### src/rtl/fft_pkg.sv
// Shared definitions for the FFT front end and the fft core: frame size,
// sample width, complex word type and the real-to-complex packing helper.
package fft_pkg;

  localparam int unsigned N        = 4;
  localparam int unsigned SAMPLE_W = 16;
  localparam int unsigned IDX_W    = (N > 1) ? $clog2(N) : 1;

  typedef logic signed [SAMPLE_W-1:0]   sample_t;
  typedef logic signed [2*SAMPLE_W-1:0] cplx_t;

  typedef enum logic {
    StIdle,
    StBusy
  } out_state_e;

  // Real part in the upper half, imaginary part zero.
  function automatic cplx_t pack_real(input sample_t s);
    return {s, {SAMPLE_W{1'b0}}};
  endfunction

endpackage

### src/rtl/fft_sample_bank.sv
// N-entry complex register file. Clear has priority over a write.
module fft_sample_bank
  import fft_pkg::*;
(
  input  logic             clk,
  input  logic             clear,
  input  logic             wr_en,
  input  logic [IDX_W-1:0] wr_idx,
  input  cplx_t            wr_data,
  output cplx_t            words [0:N-1]
);

  cplx_t mem_q [0:N-1];

  // Storage: synchronous clear of every entry, otherwise single-entry write.
  always_ff @(posedge clk) begin
    if (clear) begin
      for (int unsigned i = 0; i < N; i++) begin
        mem_q[i] <= '0;
      end
    end else if (wr_en) begin
      mem_q[wr_idx] <= wr_data;
    end
  end

  // Expose the register contents directly.
  always_comb begin
    for (int unsigned i = 0; i < N; i++) begin
      words[i] = mem_q[i];
    end
  end

endmodule

### src/rtl/fft_frame_buffer.sv
// Ping-pong frame collector in front of the fft core. One bank fills from the
// sample stream while the other is held stable on fft_samples until the core
// signals done and the next full frame is swapped in.
module fft_frame_buffer
  import fft_pkg::*;
(
  input  logic                       clk,
  input  logic                       reset,
  input  logic signed [SAMPLE_W-1:0] in_sample,
  input  logic                       in_valid,
  output logic                       in_ready,
  output cplx_t                      fft_samples [0:N-1],
  output logic                       fft_start,
  input  logic                       fft_done,
  output logic [15:0]                frame_count
);

  logic [IDX_W-1:0] fill_idx_q, fill_idx_d;
  logic             fill_full_q, fill_full_d;
  // bank_sel_q names the bank currently filling; the other one is on the output.
  logic             bank_sel_q, bank_sel_d;
  out_state_e       state_q, state_d;
  logic [15:0]      frame_count_q, frame_count_d;

  logic  accept;
  logic  swap;
  cplx_t wr_word;
  cplx_t bank0_words [0:N-1];
  cplx_t bank1_words [0:N-1];

  assign in_ready    = !fill_full_q;
  assign accept      = in_valid && !fill_full_q && !reset;
  assign swap        = (state_q == StIdle) && fill_full_q;
  assign wr_word     = pack_real(in_sample);
  assign fft_start   = (state_q == StBusy);
  assign frame_count = frame_count_q;

  fft_sample_bank u_bank0 (
    .clk     (clk),
    .clear   (reset),
    .wr_en   (accept && !bank_sel_q),
    .wr_idx  (fill_idx_q),
    .wr_data (wr_word),
    .words   (bank0_words)
  );

  fft_sample_bank u_bank1 (
    .clk     (clk),
    .clear   (reset),
    .wr_en   (accept && bank_sel_q),
    .wr_idx  (fill_idx_q),
    .wr_data (wr_word),
    .words   (bank1_words)
  );

  // Output mux: present the bank that is not filling.
  always_comb begin
    for (int unsigned i = 0; i < N; i++) begin
      fft_samples[i] = bank_sel_q ? bank0_words[i] : bank1_words[i];
    end
  end

  // Fill-side next state: advance the index per accepted sample, flag a full
  // frame on the last index, release the flag when the frame is swapped out.
  always_comb begin
    fill_idx_d  = fill_idx_q;
    fill_full_d = fill_full_q;
    if (accept) begin
      if (fill_idx_q == IDX_W'(N - 1)) begin
        fill_full_d = 1'b1;
        fill_idx_d  = '0;
      end else begin
        fill_idx_d = fill_idx_q + 1'b1;
      end
    end
    if (swap) begin
      fill_full_d = 1'b0;
    end
  end

  // Output FSM next state: swap banks when a full frame waits in IDLE, hold
  // BUSY until the core reports done.
  always_comb begin
    state_d       = state_q;
    bank_sel_d    = bank_sel_q;
    frame_count_d = frame_count_q;
    unique case (state_q)
      StIdle: begin
        if (fill_full_q) begin
          bank_sel_d    = !bank_sel_q;
          frame_count_d = frame_count_q + 16'd1;
          state_d       = StBusy;
        end
      end
      StBusy: begin
        if (fft_done) begin
          state_d = StIdle;
        end
      end
    endcase
  end

  // State registers with synchronous reset.
  always_ff @(posedge clk) begin
    if (reset) begin
      fill_idx_q    <= '0;
      fill_full_q   <= 1'b0;
      bank_sel_q    <= 1'b0;
      state_q       <= StIdle;
      frame_count_q <= '0;
    end else begin
      fill_idx_q    <= fill_idx_d;
      fill_full_q   <= fill_full_d;
      bank_sel_q    <= bank_sel_d;
      state_q       <= state_d;
      frame_count_q <= frame_count_d;
    end
  end

endmodule

### config.mk
export PLATFORM = sky130hd
export DESIGN_NAME = fft_frame_buffer
export DESIGN_NICKNAME = d
export VERILOG_FILES = /design/src/rtl/fft_pkg.sv /design/src/rtl/fft_sample_bank.sv /design/src/rtl/fft_frame_buffer.sv
export SDC_FILE = /design/constraint.sdc
export NUM_CORES = 1
export LEC_CHECK = 0
export CAP_MARGIN = 20
export CORE_ASPECT_RATIO = 0.7
export CORE_UTILIZATION = 35
export DETAILED_ROUTE_END_ITERATION = 8
export SLEW_MARGIN = 20
export SYNTH_ARGS = -nofsm -noshare
export SYNTH_HDL_FRONTEND = slang
export SYNTH_SLANG_ARGS = --single-unit
export TNS_END_PERCENT = 30
### constraint.sdc
create_clock -name clk -period 6.2 [get_ports clk]
set_input_delay 1.86 -clock clk [delete_from_list [all_inputs] [get_ports clk]]
set_output_delay 1.86 -clock clk [all_outputs]
set_load 0.02 [all_outputs]
=== Word level (Yosys, flattened, before mapping) ===
Memories as Yosys holds them, arrays and structs flattened.
Index checks and enable logic that the tools add are counted.

* Register bits after elaboration: 21
* Bits in writable memories: 128
* Input bits: 20
* Output and inout port bits: 146
* Logic and storage cells: 46
* Memories: 2

* Add/subtract/negate cells: 2
* Equal/unequal tests: 1
* Mux-type cells: 22
* Bitwise gates (word level): 1
* Reductions and logical operators: 13

{| class="wikitable"
|+ Memories
! name !! depth !! bits a word !! read ports !! clocked after Yosys merged registers in !! wr ports !! line !! text
|-
| u_bank0.mem_q || 4 || 16 || 4 || 0 || 4 || fft_sample_bank.sv:13 || <nowiki>cplx_t mem_q [0:N-1];</nowiki>
|-
| u_bank1.mem_q || 4 || 16 || 4 || 0 || 4 || fft_sample_bank.sv:13 ||
|}

{| class="wikitable"
|+ Operators with widths
! operator !! number
|-
| 32-bit 2-to-1 mux || 4
|-
| 16-bit 2-to-1 mux || 2
|-
| 16-bit OR reduction || 2
|-
| 16-bit by 1-bit adder with 16-bit output (second input constant) || 1
|-
| 1-bit 2-to-1 mux || 12
|-
| 2-bit 2-to-1 mux || 3
|-
| 1-bit logical AND || 5
|-
| 2-bit AND reduction || 2
|-
| 1-bit logical NOT || 3
|-
| 2-bit by 1-bit adder with 2-bit output (second input constant) || 1
|-
| 2-bit equality test (second input constant) || 1
|-
| 1-bit case mux with 2 select lines || 1
|-
| 2-bit OR reduction || 1
|-
| 1-bit inverter || 1
|}

=== Depth between registers and ports, before layout ===
Gate-level depths: netlist (run 1).

* Depth in word-level cells: 9
* Gate-level depth with buffers: 5
* Depth with buffers taken out: 5

=== By module ===
A second synthesis (run 1) with hierarchy kept.

* Cell total of the unflattened synthesis: 820
* Area, all modules: 12139.1 µm²

{| class="wikitable"
|+ By module, submodules not included
! module !! times used !! cells each !! area an instance (µm²) !! seq. area each (µm²)
|-
| fft_sample_bank || 2 || 286 || 4849.7 || 3843.7
|-
| fft_frame_buffer || 1 || 248 || 2439.8 || 420.4
|}

=== Worst setup path before layout (run 1) ===
OpenSTA, ideal clock, no wires.

* Path type: input to register
* Start point: input port reset
* End point: memory u_bank0.mem_q[1][0] in the netlist's numbering (enable)
* Library setup time: 334 ps
* Data arrival time: 2920 ps
* Data required time: 5866 ps
* Slack: 2946 ps
* Stages: 4
* Buffers on the path: 0
* Cells stage by stage: nand2b_4 > or3b_4 > nor3_4 > or2_2

{| class="wikitable"
|+ RTL lines
! item !! line !! text
|-
| start, declared || fft_frame_buffer.sv:8 || <nowiki>input logic reset,</nowiki>
|-
| end, declared || fft_sample_bank.sv:13 ||
|}

==> out/qor.tcl, run 1 <==
set qor(cts_hold_buffers) 0
set qor(worst_ir_drop_vdd_uv) 165
set qor(share_seq_of_total_power_pct) 48.0
set qor(min-delay-path-class) {reg -> reg}
set qor(post_synth_inst_count) 528
set qor(route.detailed.wl_per_inst_um) 16.4
set qor(outcome) {finished, final reports clean}
set qor(timing.final.crit_share_pct) 70.8
set qor(worstHoldPathCells) 2
set qor(fp.dieW_um) 172
set qor(tightestPinTransition_ps) 1000
set qor(netlist.top_cell.by_area) {edfxtp_1}
set qor(category_of_the_most_critical_setup_path) {reg -> out}
set qor(synth-seq-area-share_pct) 60.3
set qor(p_sw_uw) 525
set qor(finalSetupViolCount) 0
set qor(nets) 652
set qor(timing.critical_path.to_type) {output pin}
set qor(floorplan.core_area_um2) 19800
set qor(synthesis.area_per_instance_um2) 13.4
set qor(holdCritStartpoint) {frame_count[14]}
set qor(cts_tree) {done}
set qor(setup_total_negative_slack_ps) 0
set qor(insertion_delay_to_the_later_sink_of_the_worst_skew_pair_ps) 420
set qor(clk_pin_slew_ps) 60
set qor(dr.first_iter.drc_count) 277
set qor(number_of_synthesized_flops_with_an_enable_pin) 128
set qor(dp.final_hpwl_um) 10100
set qor(synth_top_cell_area_share_pct) 54.4
set qor(diodes) 0
set qor(tritoncts_sinks) 149
set qor(ys_seq_elements) 149
set qor(cts_repair_resize_count) 0
set qor(cp_max_fo) 70
set qor(gp_congestion) 0.779
set qor(layout-drive-gt1-share_pct) 17.9
set qor(hold-worst-slack_ps) 513
set qor(slew-limit-headroom_pct) 33.1
set qor(post_synth_most_frequent_cells) {and2_1 (129), edfxtp_1 (128), buf_4 (68)}
set qor(chipHeight_um) 121
set qor(worst_reg2reg_path_endpoint) {u_bank1.mem_q[2][11]}
set qor(post-synth-top-count-cell) {and2_1}
set qor(port_buffers) 101
set qor(initial_core_util_pct) 35.7
set qor(buffers_from_clock_root_to_sink_at_most) 2
set qor(synth.distinct_cells) 41
set qor(final_hold_viol_count) 0
set qor(maxClockFrequency_ghz) 0.228
set qor(cp.arrival_ps) 2530
set qor(grt_pass1_vias) 3993
set qor(powerDensity_nw_per_um2) 275
set qor(routed_wl_um) 15000
set qor(final_period_minus_worst_setup_slack_ps) 4390
set qor(dieArea_um2) 20800
set qor(worst_hold_path.endpoint) {frame_count[14]}
set qor(cts_setup_buffers) 0
set qor(yosysWarningCount) 0
set qor(share_of_total_power_in_combinational_logic_pct) 8.0
set qor(maxSlewViolCount) 0
set qor(remaining_drc_errors) 0
set qor(cts_inserted_buffers) 17
set qor(floorplan.rows) 43
set qor(globalRoute.totalOverflow) 0
set qor(drv_cap) 0
set qor(top_level_ports) 166
set qor(cp_data_required_time_ps) 4340
set qor(vias) 4052
set qor(worst-r2r-setup-slack_ps) 3290
set qor(fillerInstances) 1847
set qor(grt_antenna_before_repair) 1
set qor(p_leak_uw) 0.00327
set qor(grt_pass1_wl_um) 22900
set qor(fin_worst_skew_ps) 5.21
set qor(cellInternalPower_uw) 1860
set qor(syn2layout_area_growth_pct) 23.0
set qor(drt-pass1-iter-count) 4
set qor(grt_setup_unrepaired) {no}
set qor(worstRegToRegCells) 4
set qor(grt.total_usage_pct) 15.2
set qor(synthTopCellsByArea) {edfxtp_1 (54%), and2_1 (11%), mux2_2 (11%)}
set qor(cts_root_buf) {clkbuf_16}
set qor(worst_reg2reg_startpoint) {bank_sel_q}
set qor(synthesis.area_um2) 7070
set qor(detail-route-antenna-nets) 0
set qor(grt_start_max_net_pins) 71
set qor(postSynth.asyncResetShare_pct) 0
set qor(yosys_most_used_dff) {edfxtp_1}
set qor(sw_frac_of_total_pct) 22.0
set qor(drt-vias-per-instance) 4.44
set qor(h-tree-depth) 4
set qor(worstSetupStartpointType) {flop}
set qor(power.share.clock_pct) 44.1
==> placed cells by master (no fill, tap or decap), types with 17 or more instances in the layout <==
cell type and count:
dfxtp_1 20, and2_1 129, clkbuf_16 17, edfxtp_1 128
mux2_2 67, clkdlybuf4s50_1 101, nor2_1 23, conb_1 64
==> worst max-delay path, cell delays in order (launching register included) <==
cell             delay [ps]
dfxtp_2                 310
buf_4                   740
mux2_2                  450
clkdlybuf4s50_1         540
==> stage by stage <==
stage / instances / area [um2] / worst slack (ps) / total power [uW] / utilization (%)
floorplan: 591 / 7300 / 2950 / 1300 / -
global placement: 881 / 8100 / 1860 / 1350 / 40.9
detailed placement: 881 / 8100 / 1800 / 1360 / 40.9
CTS: 913 / 8690 / 1790 / 2410 / 43.9
global route: 913 / 8690 / 1680 / 2460 / 43.9
finish: 913 / 8690 / 1810 / 2390 / 43.9
==> sequential cells by signal, summed over array words and instances, names as in the netlist <==
name           flops
bank_sel_q         1
fft_start          1
fill_full_q        1
fill_idx_q         2
frame_count       16
u_bank0.mem_q     64
u_bank1.mem_q     64
==> final cells by class <==
class	count	area (um2)	share of cell area, %
Timing Repair Buffer	105	1040	12.0
Inverter	1	3.75	0.0432
Sequential cell	149	4270	49.1
Clock buffer	19	433	4.98
Clock inverter	13	163	1.87
Tap cell	270	338	3.89
Multi-Input combinational cell	356	2450	28.2
==> layer usage <==
layer | part of all wire (%) | up-vias | track usage (%) | routed length, um
met5 | 0 | - | 0 | 0
met4 | 1.2 | 0 | 5.64 | 184
met3 | 5.3 | 13 | 3.62 | 797
met2 | 45 | 143 | 23.3 | 6800
met1 | 48 | 1986 | 21.0 | 7220
li1 | - | 1910 | - | -
==> cells by family (layout without fill, tap and decap cells) <==
logic type | after synthesis | after routing | share of synthesized area, %
other | 1 | 64 | 0.0531
buffers and inverters | 86 | 138 | 8.37
DFF | 149 | 149 | 60.3
xor gates and xnor gates | 11 | 11 | 1.36
adders and majority gates | 2 | 2 | 0.354
AOI/OAI and AO/OA | 7 | 7 | 0.708
muxes | 70 | 70 | 11.1
and+or+nand+nor | 202 | 202 | 17.7
==> how the worst max path moves through the flow <==
stage / startpoint / end
6_report: bank_sel_q / fft_samples[117]
5_1_grt: bank_sel_q / fft_samples[117]
4_1_cts: bank_sel_q / fft_samples[48]
3_5_place_dp: reset / u_bank1.mem_q[2][8]
3_3_place_gp: reset / u_bank1.mem_q[2][11]
2_1_floorplan: reset / u_bank0.mem_q[1][0]
==> power groups by stage <==
stage               sequential, uW  clock [uW]  combinational [uW]
floorplan                     1160           0                 145
global placement              1170           0                 188
detailed placement            1170           0                 191
CTS                           1150        1070                 192
global route                  1150        1110                 204
finish                        1150        1050                 190
No activity file was read; power rests on OpenSTA's default activity.
==> run 2: changes to the inputs <==
Clock period 6.2 ns to 4.08 ns, I/O delays scaled along.
==> run 2 against run 1 <==
Sequential power increased by 51%. Routed wire length is 0.97% lower. Core utilization grew 0.21 points. Clock-buffer cell count fell by 2. Hold slack improved by 6.8 ps. Final cell count is 0.66% higher. Global-route usage decreased by 0.50 points. Register-to-register slack got worse by 1600 ps. Highest routed layer unchanged. Via count rose by 0.57%. First-iteration DRC count is 1.1% higher.
==> out/qor.tcl, run 2 (same netlist as run 1, synthesis figures left out) <==
set qor(worstHoldPathCells) 2
set qor(diodes) 0
set qor(nets) 658
set qor(finalSetupViolCount) 0
set qor(cts_hold_buffers) 0
set qor(maxClockFrequency_ghz) 0.278
set qor(drv_cap) 0
set qor(h-tree-depth) 4
set qor(detail-route-antenna-nets) 0
set qor(dp.final_hpwl_um) 10300
set qor(holdCritStartpoint) {frame_count[14]}
set qor(final_hold_viol_count) 0
set qor(initial_core_util_pct) 35.7
set qor(grt_antenna_before_repair) 0
set qor(outcome) {finished, final reports clean}
set qor(cts_tree) {done}
set qor(clk_pin_slew_ps) 60
set qor(fin_worst_skew_ps) 5.23
set qor(post-layout-total-power_uw) 3550
set qor(layout.cells.most_common) {and2_1}
set qor(drt-pass1-iter-count) 7
set qor(floorplan.rows) 43
set qor(p_leak_uw) 0.00329
set qor(fillerInstances) 1828
set qor(worst_ir_drop_vdd_uv) 206
set qor(worst_reg2reg_startpoint) {bank_sel_q}
set qor(min-delay-path-class) {reg -> reg}
set qor(cts_repair_resize_count) 0
set qor(remaining_drc_errors) 0
set qor(grt_pass1_wl_um) 22100
set qor(powerDensity_nw_per_um2) 407
set qor(timing.critical_path.to_type) {output pin}
set qor(gp_congestion) 0.728
set qor(vias) 4075
set qor(hold-worst-slack_ps) 520
set qor(worst_hold_path.endpoint) {frame_count[14]}
set qor(top_level_ports) 166
set qor(timing.final.crit_share_pct) 88.2
set qor(cp_data_required_time_ps) 2860
set qor(cp.arrival_ps) 2380
set qor(route.detailed.wl_per_inst_um) 16.2
set qor(globalRoute.totalOverflow) 0
set qor(tritoncts_sinks) 149
set qor(setup_total_negative_slack_ps) 0
set qor(dieArea_um2) 20800
set qor(layout-drive-gt1-share_pct) 19.6
set qor(worst-r2r-setup-slack_ps) 1710
set qor(cts_inserted_buffers) 17
set qor(slew-limit-headroom_pct) 58.6
set qor(dr.first_iter.drc_count) 280
set qor(worst_reg2reg_path_endpoint) {u_bank1.mem_q[3][10]}
set qor(drt-vias-per-instance) 4.43
set qor(category_of_the_most_critical_setup_path) {reg -> out}
set qor(syn2layout_area_growth_pct) 23.6
set qor(worstRegToRegCells) 5
set qor(layout.cells.most_common_list) {and2_1 (129), edfxtp_1 (128), clkdlybuf4s50_1 (101)}
set qor(cts_root_buf) {clkbuf_16}
set qor(buffers_from_clock_root_to_sink_at_most) 2
set qor(grt_pass1_vias) 3983
set qor(chipHeight_um) 121
set qor(cp_max_fo) 23
set qor(floorplan.core_area_um2) 19800
set qor(cts_setup_buffers) 0
set qor(insertion_delay_to_the_later_sink_of_the_worst_skew_pair_ps) 410
set qor(maxSlewViolCount) 0
set qor(grt_start_max_net_pins) 37
set qor(port_buffers) 101
set qor(routed_wl_um) 14900
set qor(grt.total_usage_pct) 14.7
set qor(tightestPinTransition_ps) 621
set qor(grt_setup_unrepaired) {no}
set qor(final_period_minus_worst_setup_slack_ps) 3600
set qor(fp.dieW_um) 172
set qor(worstSetupStartpointType) {flop}
-- run 2: cell count changes in the layout (fill, tap and decap cells not counted) --
cell        change
clkinv_1        -4
clkbuf_1        -2
buf_12          +1
buf_4           +5
clkinv_4        +3
clkinvlp_4      +2
inv_6           +3
bufinv_16       -2
-- run 2: how the worst max path moves through the flow --
stage / startpoint / to / slack [ps] / cells past startpoint
final: bank_sel_q / fft_samples[61] / 480 / 3
after global routing: bank_sel_q / fft_samples[51] / 380 / 3
after CTS: bank_sel_q / fft_samples[61] / 450 / 3
after detailed placement: in_valid / u_bank0.mem_q[1][6] / 730 / 6
after global placement: in_valid / u_bank0.mem_q[1][12] / 790 / 6
after floorplan: reset / u_bank0.mem_q[1][0] / 1460 / 4
-- run 2: final cells by class --
| type | count | area (um2) | share of cell area, % |
|---|---|---|---|
| Timing Repair Buffer | 111 | 1100 | 12.6 |
| Tap cell | 270 | 338 | 3.87 |
| Clock buffer | 17 | 425 | 4.87 |
| Inverter | 1 | 3.75 | 0.0430 |
| Multi-Input combinational cell | 356 | 2450 | 28.0 |
| Clock inverter | 15 | 155 | 1.78 |
| Sequential cell | 149 | 4270 | 48.8 |
-- run 2: critical path: stages (launching register included) --
cell and delay, ps:
dfxtp_2 580, buf_4 400, mux2_2 420, clkdlybuf4s50_1 550
-- run 2: routing by layer --
layer / routed length (um) / share of wire (%) / GRT usage, % / up-vias
met5: 0 / 0 / 0 / -
met4: 224 / 1.5 / 5.81 / 0
met3: 876 / 5.9 / 3.07 / 13
met2: 6690 / 45 / 22.9 / 134
met1: 7070 / 48 / 20.1 / 2001
li1: - / - / - / 1927
-- run 2: where the power goes --
part	total (uW)	internal [uW]	leakage, uW	switching [uW]
sequential	1740	1720	0.00150	19.8
clock	1520	903	0.000281	622
combinational	291	103	0.00151	188
-- run 2: through the flow --
stage	utilization (%)	setup slack, ps	area [um2]	cells
finish	44.1	480	8730	919
global route	44.1	384	8730	919
CTS	44.1	451	8730	919
detailed placement	41.2	730	8150	887
global placement	41.2	788	8150	887
floorplan	-	1460	7300	591
==> run 3: changes to the inputs <==
Settings changed: SETUP_SLACK_MARGIN from default to 0.2.
==> results of run 3 <==
Same layout as run 2: the final DEF is identical, and so are final timing and power.
